## src/rtl/uart_pkg.sv

```systemverilog
// uart_pkg: constants and state encoding shared by the UART transmitter and receiver.
package uart_pkg;
    localparam int UART_DATA_BITS    = 8;
    localparam int UART_CLKS_PER_BIT = 868;
    typedef enum logic [1:0] {IDLE, START, DATA, STOP} uart_state_e;
endpackage

```

## src/rtl/uart_bit_timer.sv

```systemverilog
// uart_bit_timer: bit-period down-counter; bit_end flags the last clock of the current period.
module uart_bit_timer #(
    parameter int               WIDTH   = 4,
    parameter logic [WIDTH-1:0] RST_VAL = '0
) (
    input  logic             clk,
    input  logic             resetn,
    input  logic             reload,
    input  logic [WIDTH-1:0] load_val,
    output logic             bit_end
);
    logic [WIDTH-1:0] r_count;
    always_ff @(posedge clk or negedge resetn) begin
        if (!resetn) r_count <= RST_VAL;
        else         r_count <= reload ? load_val : r_count - 1'b1;
    end
    assign bit_end = (r_count == '0);
endmodule

```

## src/rtl/uart_tx.sv

```systemverilog
// uart_tx: 8N1/8N2 transmitter with a one-entry holding register for gap-free back-to-back frames.
module uart_tx
    import uart_pkg::*;
#(
    parameter int CLKS_PER_BIT = UART_CLKS_PER_BIT,
    parameter int STOP_BITS    = 1
) (
    input  logic                      clk,
    input  logic                      resetn,
    input  logic [UART_DATA_BITS-1:0] d_i,
    input  logic                      valid_i,
    output logic                      ready_o,
    output logic                      tx_o,
    output logic                      busy_o,
    output logic                      done_o
);
    localparam int TW = $clog2(CLKS_PER_BIT) + 1;
    localparam int IW = $clog2(UART_DATA_BITS);
    localparam logic [TW-1:0] BIT_LOAD  = TW'(CLKS_PER_BIT - 1);
    localparam logic [TW-1:0] STOP_LOAD = TW'(STOP_BITS * CLKS_PER_BIT - 1);
    localparam logic [IW-1:0] LAST_IDX  = IW'(UART_DATA_BITS - 1);

    uart_state_e               r_state, w_next;
    logic [UART_DATA_BITS-1:0] r_hold, r_shift, w_shift_next;
    logic [IW-1:0]             r_idx, w_idx_next;
    logic                      r_hold_valid, r_tx;
    logic                      w_bit_end, w_reload, w_load, w_shift_en, w_done, w_tx, w_accept;
    logic [TW-1:0]             w_load_val;

    uart_bit_timer #(.WIDTH(TW), .RST_VAL(BIT_LOAD)) u_timer (
        .clk      (clk),
        .resetn   (resetn),
        .reload   (w_reload),
        .load_val (w_load_val),
        .bit_end  (w_bit_end)
    );

    always_ff @(posedge clk or negedge resetn) begin
        if (!resetn) r_state <= IDLE;
        else         r_state <= w_next;
    end

    always_comb begin
        w_next     = r_state;
        w_load     = 1'b0;
        w_shift_en = 1'b0;
        w_done     = 1'b0;
        case (r_state)
            IDLE: begin
                w_next = r_hold_valid ? START : IDLE;
                w_load = r_hold_valid;
            end
            START: w_next = w_bit_end ? DATA : START;
            DATA: begin
                w_shift_en = w_bit_end;
                w_next     = (w_bit_end && r_idx == LAST_IDX) ? STOP : DATA;
            end
            STOP: begin
                w_done = w_bit_end;
                w_load = w_bit_end && r_hold_valid;
                w_next = !w_bit_end ? STOP : r_hold_valid ? START : IDLE;
            end
            default: w_next = IDLE;
        endcase
        w_reload     = (w_next != r_state) || w_bit_end;
        w_load_val   = (w_next == STOP) ? STOP_LOAD : BIT_LOAD;
        w_shift_next = w_load ? r_hold : w_shift_en ? {1'b0, r_shift[UART_DATA_BITS-1:1]} : r_shift;
        w_idx_next   = (r_state == START) ? '0 : w_shift_en ? r_idx + 1'b1 : r_idx;
        // line level is computed from the next state so tx_o comes straight off a flop
        w_tx         = (w_next == START) ? 1'b0 : (w_next == DATA) ? w_shift_next[0] : 1'b1;
    end

    assign w_accept = valid_i && ready_o;

    always_ff @(posedge clk or negedge resetn) begin
        if (!resetn) begin
            r_hold       <= '0;
            r_hold_valid <= 1'b0;
            r_shift      <= '0;
            r_idx        <= '0;
            r_tx         <= 1'b1;
        end else begin
            if (w_accept) begin
                r_hold       <= d_i;
                r_hold_valid <= 1'b1;
            end else if (w_load) begin
                r_hold_valid <= 1'b0;
            end
            r_shift <= w_shift_next;
            r_idx   <= w_idx_next;
            r_tx    <= w_tx;
        end
    end

    assign ready_o = !r_hold_valid;
    assign tx_o    = r_tx;
    assign busy_o  = (r_state != IDLE);
    assign done_o  = w_done;
endmodule

```

## config.mk

```make
export PLATFORM = sky130hd
export DESIGN_NAME = uart_tx
export DESIGN_NICKNAME = d
export VERILOG_FILES = /design/src/rtl/uart_pkg.sv /design/src/rtl/uart_bit_timer.sv /design/src/rtl/uart_tx.sv
export SDC_FILE = /design/constraint.sdc
export NUM_CORES = 1
export LEC_CHECK = 0
export ABC_AREA = 1
export CORE_MARGIN = 2
export CORE_UTILIZATION = 30
export CTS_BUF_LIST = sky130_fd_sc_hd__clkbuf_2
export CTS_CLUSTER_DIAMETER = 50
export DETAILED_ROUTE_END_ITERATION = 8
export DONT_BUFFER_PORTS = 1
export PLACE_DENSITY_LB_ADDON = 0.25
export SLEW_MARGIN = 30
export SYNTH_ARGS = -nofsm -noshare
export SYNTH_HDL_FRONTEND = slang
export SYNTH_HIERARCHICAL = 1
export SYNTH_SLANG_ARGS = --single-unit
export TNS_END_PERCENT = 30
```

## constraint.sdc

```tcl
create_clock -name clk -period 2.7 [get_ports clk]
set_clock_uncertainty 0.1 [all_clocks]
set_input_delay 0.81 -clock clk [delete_from_list [all_inputs] [get_ports clk]]
set_output_delay 0.81 -clock clk [all_outputs]
set_load 0.02 [all_outputs]
```

==> results.md, run 1 <==
- Tot GR Track Use: between 10% and 20%
- Row cnt: 28
- Leading cell type in the layout, fill and taps excluded: nand2_1
- Clk_lat worst skew: about 0.35 ns
- Most frequent cells in the layout: 43 x nand2_1, 34 x nand3_1, 27 x dfrtp_1
- Lkg Pwr: 1.03 nW
- Setup ws final: between 0.15 and 0.2 ns
- Peak supply drop: 521 µV
- Clk network pwr share: 14.0%
- # fillers: 643
- Area fraction of the dominant cell type after synthesis: between 30% and 40%
- RSZ-0062 raised after global routing: false
- Warnings from Yosys: 6
- Number of remaining DRC errors: 0
- Wire length per cell: between 10 and 15 µm
- F_max: 398 MHz
- Die Footprint: 0.00681 mm²
- PwrDens: 1090 mW/mm²
- Global-route wire length before repair: 6000 µm
- Initial antenna violation count: 0
- Fin crit share: between 90% and 100%
- Htree depth: 2
- Pre-CTS setup slack: between 0.2 and 0.3 ns
- Max cap viols: 0
- CTS Sinks: 34
- Data arrival, critical path: 1.60 ns
- Core area: 0.00596 mm²
- Fin crit period: between 2 and 3 ns
- Post-Route WL: between 3000 and 4000 µm
- Setup_tns: 0 ns
- Synth Register Bits: 34
- Initial Utilization: 31.1%
- Startpoint types: register
- First-pass DRT Iterations: 4
- Worst Hold Class: in2async
- WHS: 0.148 ns
- Seq/Total Area, Yosys: 46.5%
- Reg power frac: 40.8%
- WP data required: 1.79 ns
- Root Buffer Master: clkbuf_2
- Largest net degree at the start of global routing: 27
- Top cells by area, synth: dfrtp_1 37%, dfstp_2 9.9%, nand3_1 9.2%
- Final nets: 257
- Total CTS buffers: 5
- Max FO, Critical Path: 5
- DRT antenna net count: 0
- Die Y: 82.5 µm
- Total power: 0.00225 W
- R2R setup slack: 0.38 ns
- Top cell type by total area after synthesis: dfrtp_1
- Area of the multi-input gates: 871 µm²
- Worst r2r src: u_timer/r_count[0]
- Fin. Hold Viols: 0
- Area grow syn2layout: 11.8%
- Netlist cell types: 28
- Core Util, Final: 34.7%
- Net load switching power: 0.000953 W
- Vias per inst: 4.31
- Proportion of layout cells with a drive suffix above 1: 19.3%
- Die Wd: 82.5 µm
- CTS tree: yes
- PortBufs: 0
- Final setup violation count: 0
- Detail Placement HPWL: 2420 µm
- Syn Area/Cell: 8.34 µm²
- Kind of critical path: reg2out
- Critical path capture point type: primary output
- Ports: 15
- Cells after synthesis: around 220
- Vias in the first global route: around 1,300
- GP Congestion: slightly below 0.8
- Sw frac: 42.3%
- Worst setup startpoint: u_timer/r_count[0]
- Seq. cell area: 860 µm²
- Max-slew violations: 0
- Status: completed
- Logic pwr share: 45.2%
- Internal: between 0.001 and 0.0015 W
- Via count: 1,350
- # diodes: 0
- CTS max path bufs: 2
- Iter 0 DRT Violations: 44
- GRT Residual Overflow: 0
- Clock slew at reported path FFs: 0.18 ns
- Post-Syn Area: approximately 0.0019 mm²
-- worst paths after layout --
kind	cells after the start	to
min in group clk	1	r_hold[6]
min reg2reg	1	r_hold[6]
max	8	done_o
max reg2reg	17	u_timer/r_count[6]
max in group asynchronous	1	r_state[0]
min	1	r_idx[2]
-- Yosys cell counts --
master / instances
ha_1: 8
a21oi_1: 9
nand2_4: 1
conb_1: 2
clkinv_2: 1
inv_1: 27
o21ai_0: 3
o211ai_1: 4
inv_2: 6
nand2_1: 43
dfstp_2: 7
xor2_1: 2
xnor2_1: 1
nor2_2: 2
nor2_1: 14
buf_2: 3
a31oi_1: 1
o21bai_1: 1
mux2_2: 2
nand3_2: 3
nand2_2: 7
dfrtp_1: 27
nand4_1: 1
nor2_4: 3
o21a_1: 1
buf_6: 2
nand3_1: 34
o21ai_1: 7
-- layer usage --
layer	track usage, %	wire (µm)	vias up
met4	3.93	22	0
met1	14.9	1600	596
met3	3.48	140	2
met2	19.0	1580	17
met5	0	0	-
li1	-	-	735
-- power groups by stage --
| stage | logic (W) | clock network (W) | registers (W) |
|---|---|---|---|
| 5_1_grt | 0.00119 | 0.000353 | 0.000955 |
| 4_1_cts | 0.00101 | 0.000332 | 0.000922 |
| 6_report | 0.00102 | 0.000314 | 0.000919 |
| 3_5_place_dp | 0.000988 | 0 | 0.000934 |
| 2_1_floorplan | 0.000865 | 0 | 0.000898 |
| 3_3_place_gp | 0.000976 | 0 | 0.000932 |
-- through the flow --
stage / cells / area [µm²]
finish: 313 / 2070
global route: 313 / 2070
floorplan: 231 / 1880
global placement: 303 / 1960
detailed placement: 303 / 1960
CTS: 312 / 2040
-- area by class of cell --
cell class                 count  area share [%]
clock buffer                   5            1.21
clock inverter                 2            1.63
inverter                      34            6.47
multi-input combinational    158            42.1
sequential                    34            41.5
tap                           75            4.53
timing repair buffer           5            2.54
-- flip-flops by register name (all words and copies together) (netlist names) --
| name | flops |
|---|---|
| r_shift | 8 |
| r_idx | 3 |
| u_timer/r_count | 11 |
| r_hold | 8 |
| r_state | 2 |
| r_hold_valid | 1 |
| tx_o | 1 |
-- cell families after synthesis --
family | count (synthesis) | share of synthesized area (%)
AO/OA/AOI/OAI | 26 | 7.91
XOR/XNOR | 3 | 1.42
adder cells (fa/ha/maj) | 8 | 5.41
buffers and inverters | 39 | 8.99
flip-flops | 34 | 46.5
multiplexers | 2 | 1.22
other | 2 | 0.406
AND/OR/NAND/NOR | 108 | 28.2
-- critical path, cell delays in order (launching register included) --
cell	delay, ns
dfstp_2	0.57
inv_2	0.06
ha_4	0.16
nand2_2	0.11
nor2_4	0.06
nand3_2	0.09
inv_4	0.05
nand2_2	0.11
inv_4	0.06
-- repair_timing --
action / 4_1_cts / 5_1_grt
setup endpoints to repair: 1 / 2
gates resized for setup: 1 / 6
buffers inserted: 0 / 1
hold buffers: 2 / 0
endpoints found under the hold margin: 26 / 0
pin swaps: 0 / 1
Note: power is estimated with default switching activity, not from simulation.
==> inputs of run 2 (changes only) <==
--- a/config.mk
+++ b/config.mk
@@ -9,7 +9,7 @@
 export CORE_MARGIN = 2
 export CORE_UTILIZATION = 30
 export CTS_BUF_LIST = sky130_fd_sc_hd__clkbuf_2
-export CTS_CLUSTER_DIAMETER = 50
+export CTS_CLUSTER_DIAMETER = 80
 export DETAILED_ROUTE_END_ITERATION = 8
 export DONT_BUFFER_PORTS = 1
 export PLACE_DENSITY_LB_ADDON = 0.25
==> results of run 2 <==
No change in the layout: final DEF, timing and power equal those of run 1.
==> inputs of run 3 (changes only) <==
--- a/config.mk
+++ b/config.mk
@@ -13,9 +13,8 @@
 export DETAILED_ROUTE_END_ITERATION = 8
 export DONT_BUFFER_PORTS = 1
 export PLACE_DENSITY_LB_ADDON = 0.25
-export SLEW_MARGIN = 30
+export SLEW_MARGIN = 20
 export SYNTH_ARGS = -nofsm -noshare
 export SYNTH_HDL_FRONTEND = slang
 export SYNTH_HIERARCHICAL = 1
 export SYNTH_SLANG_ARGS = --single-unit
-export TNS_END_PERCENT = 30
==> results of run 3 <==
No change in the layout: final DEF, timing and power equal those of run 1.
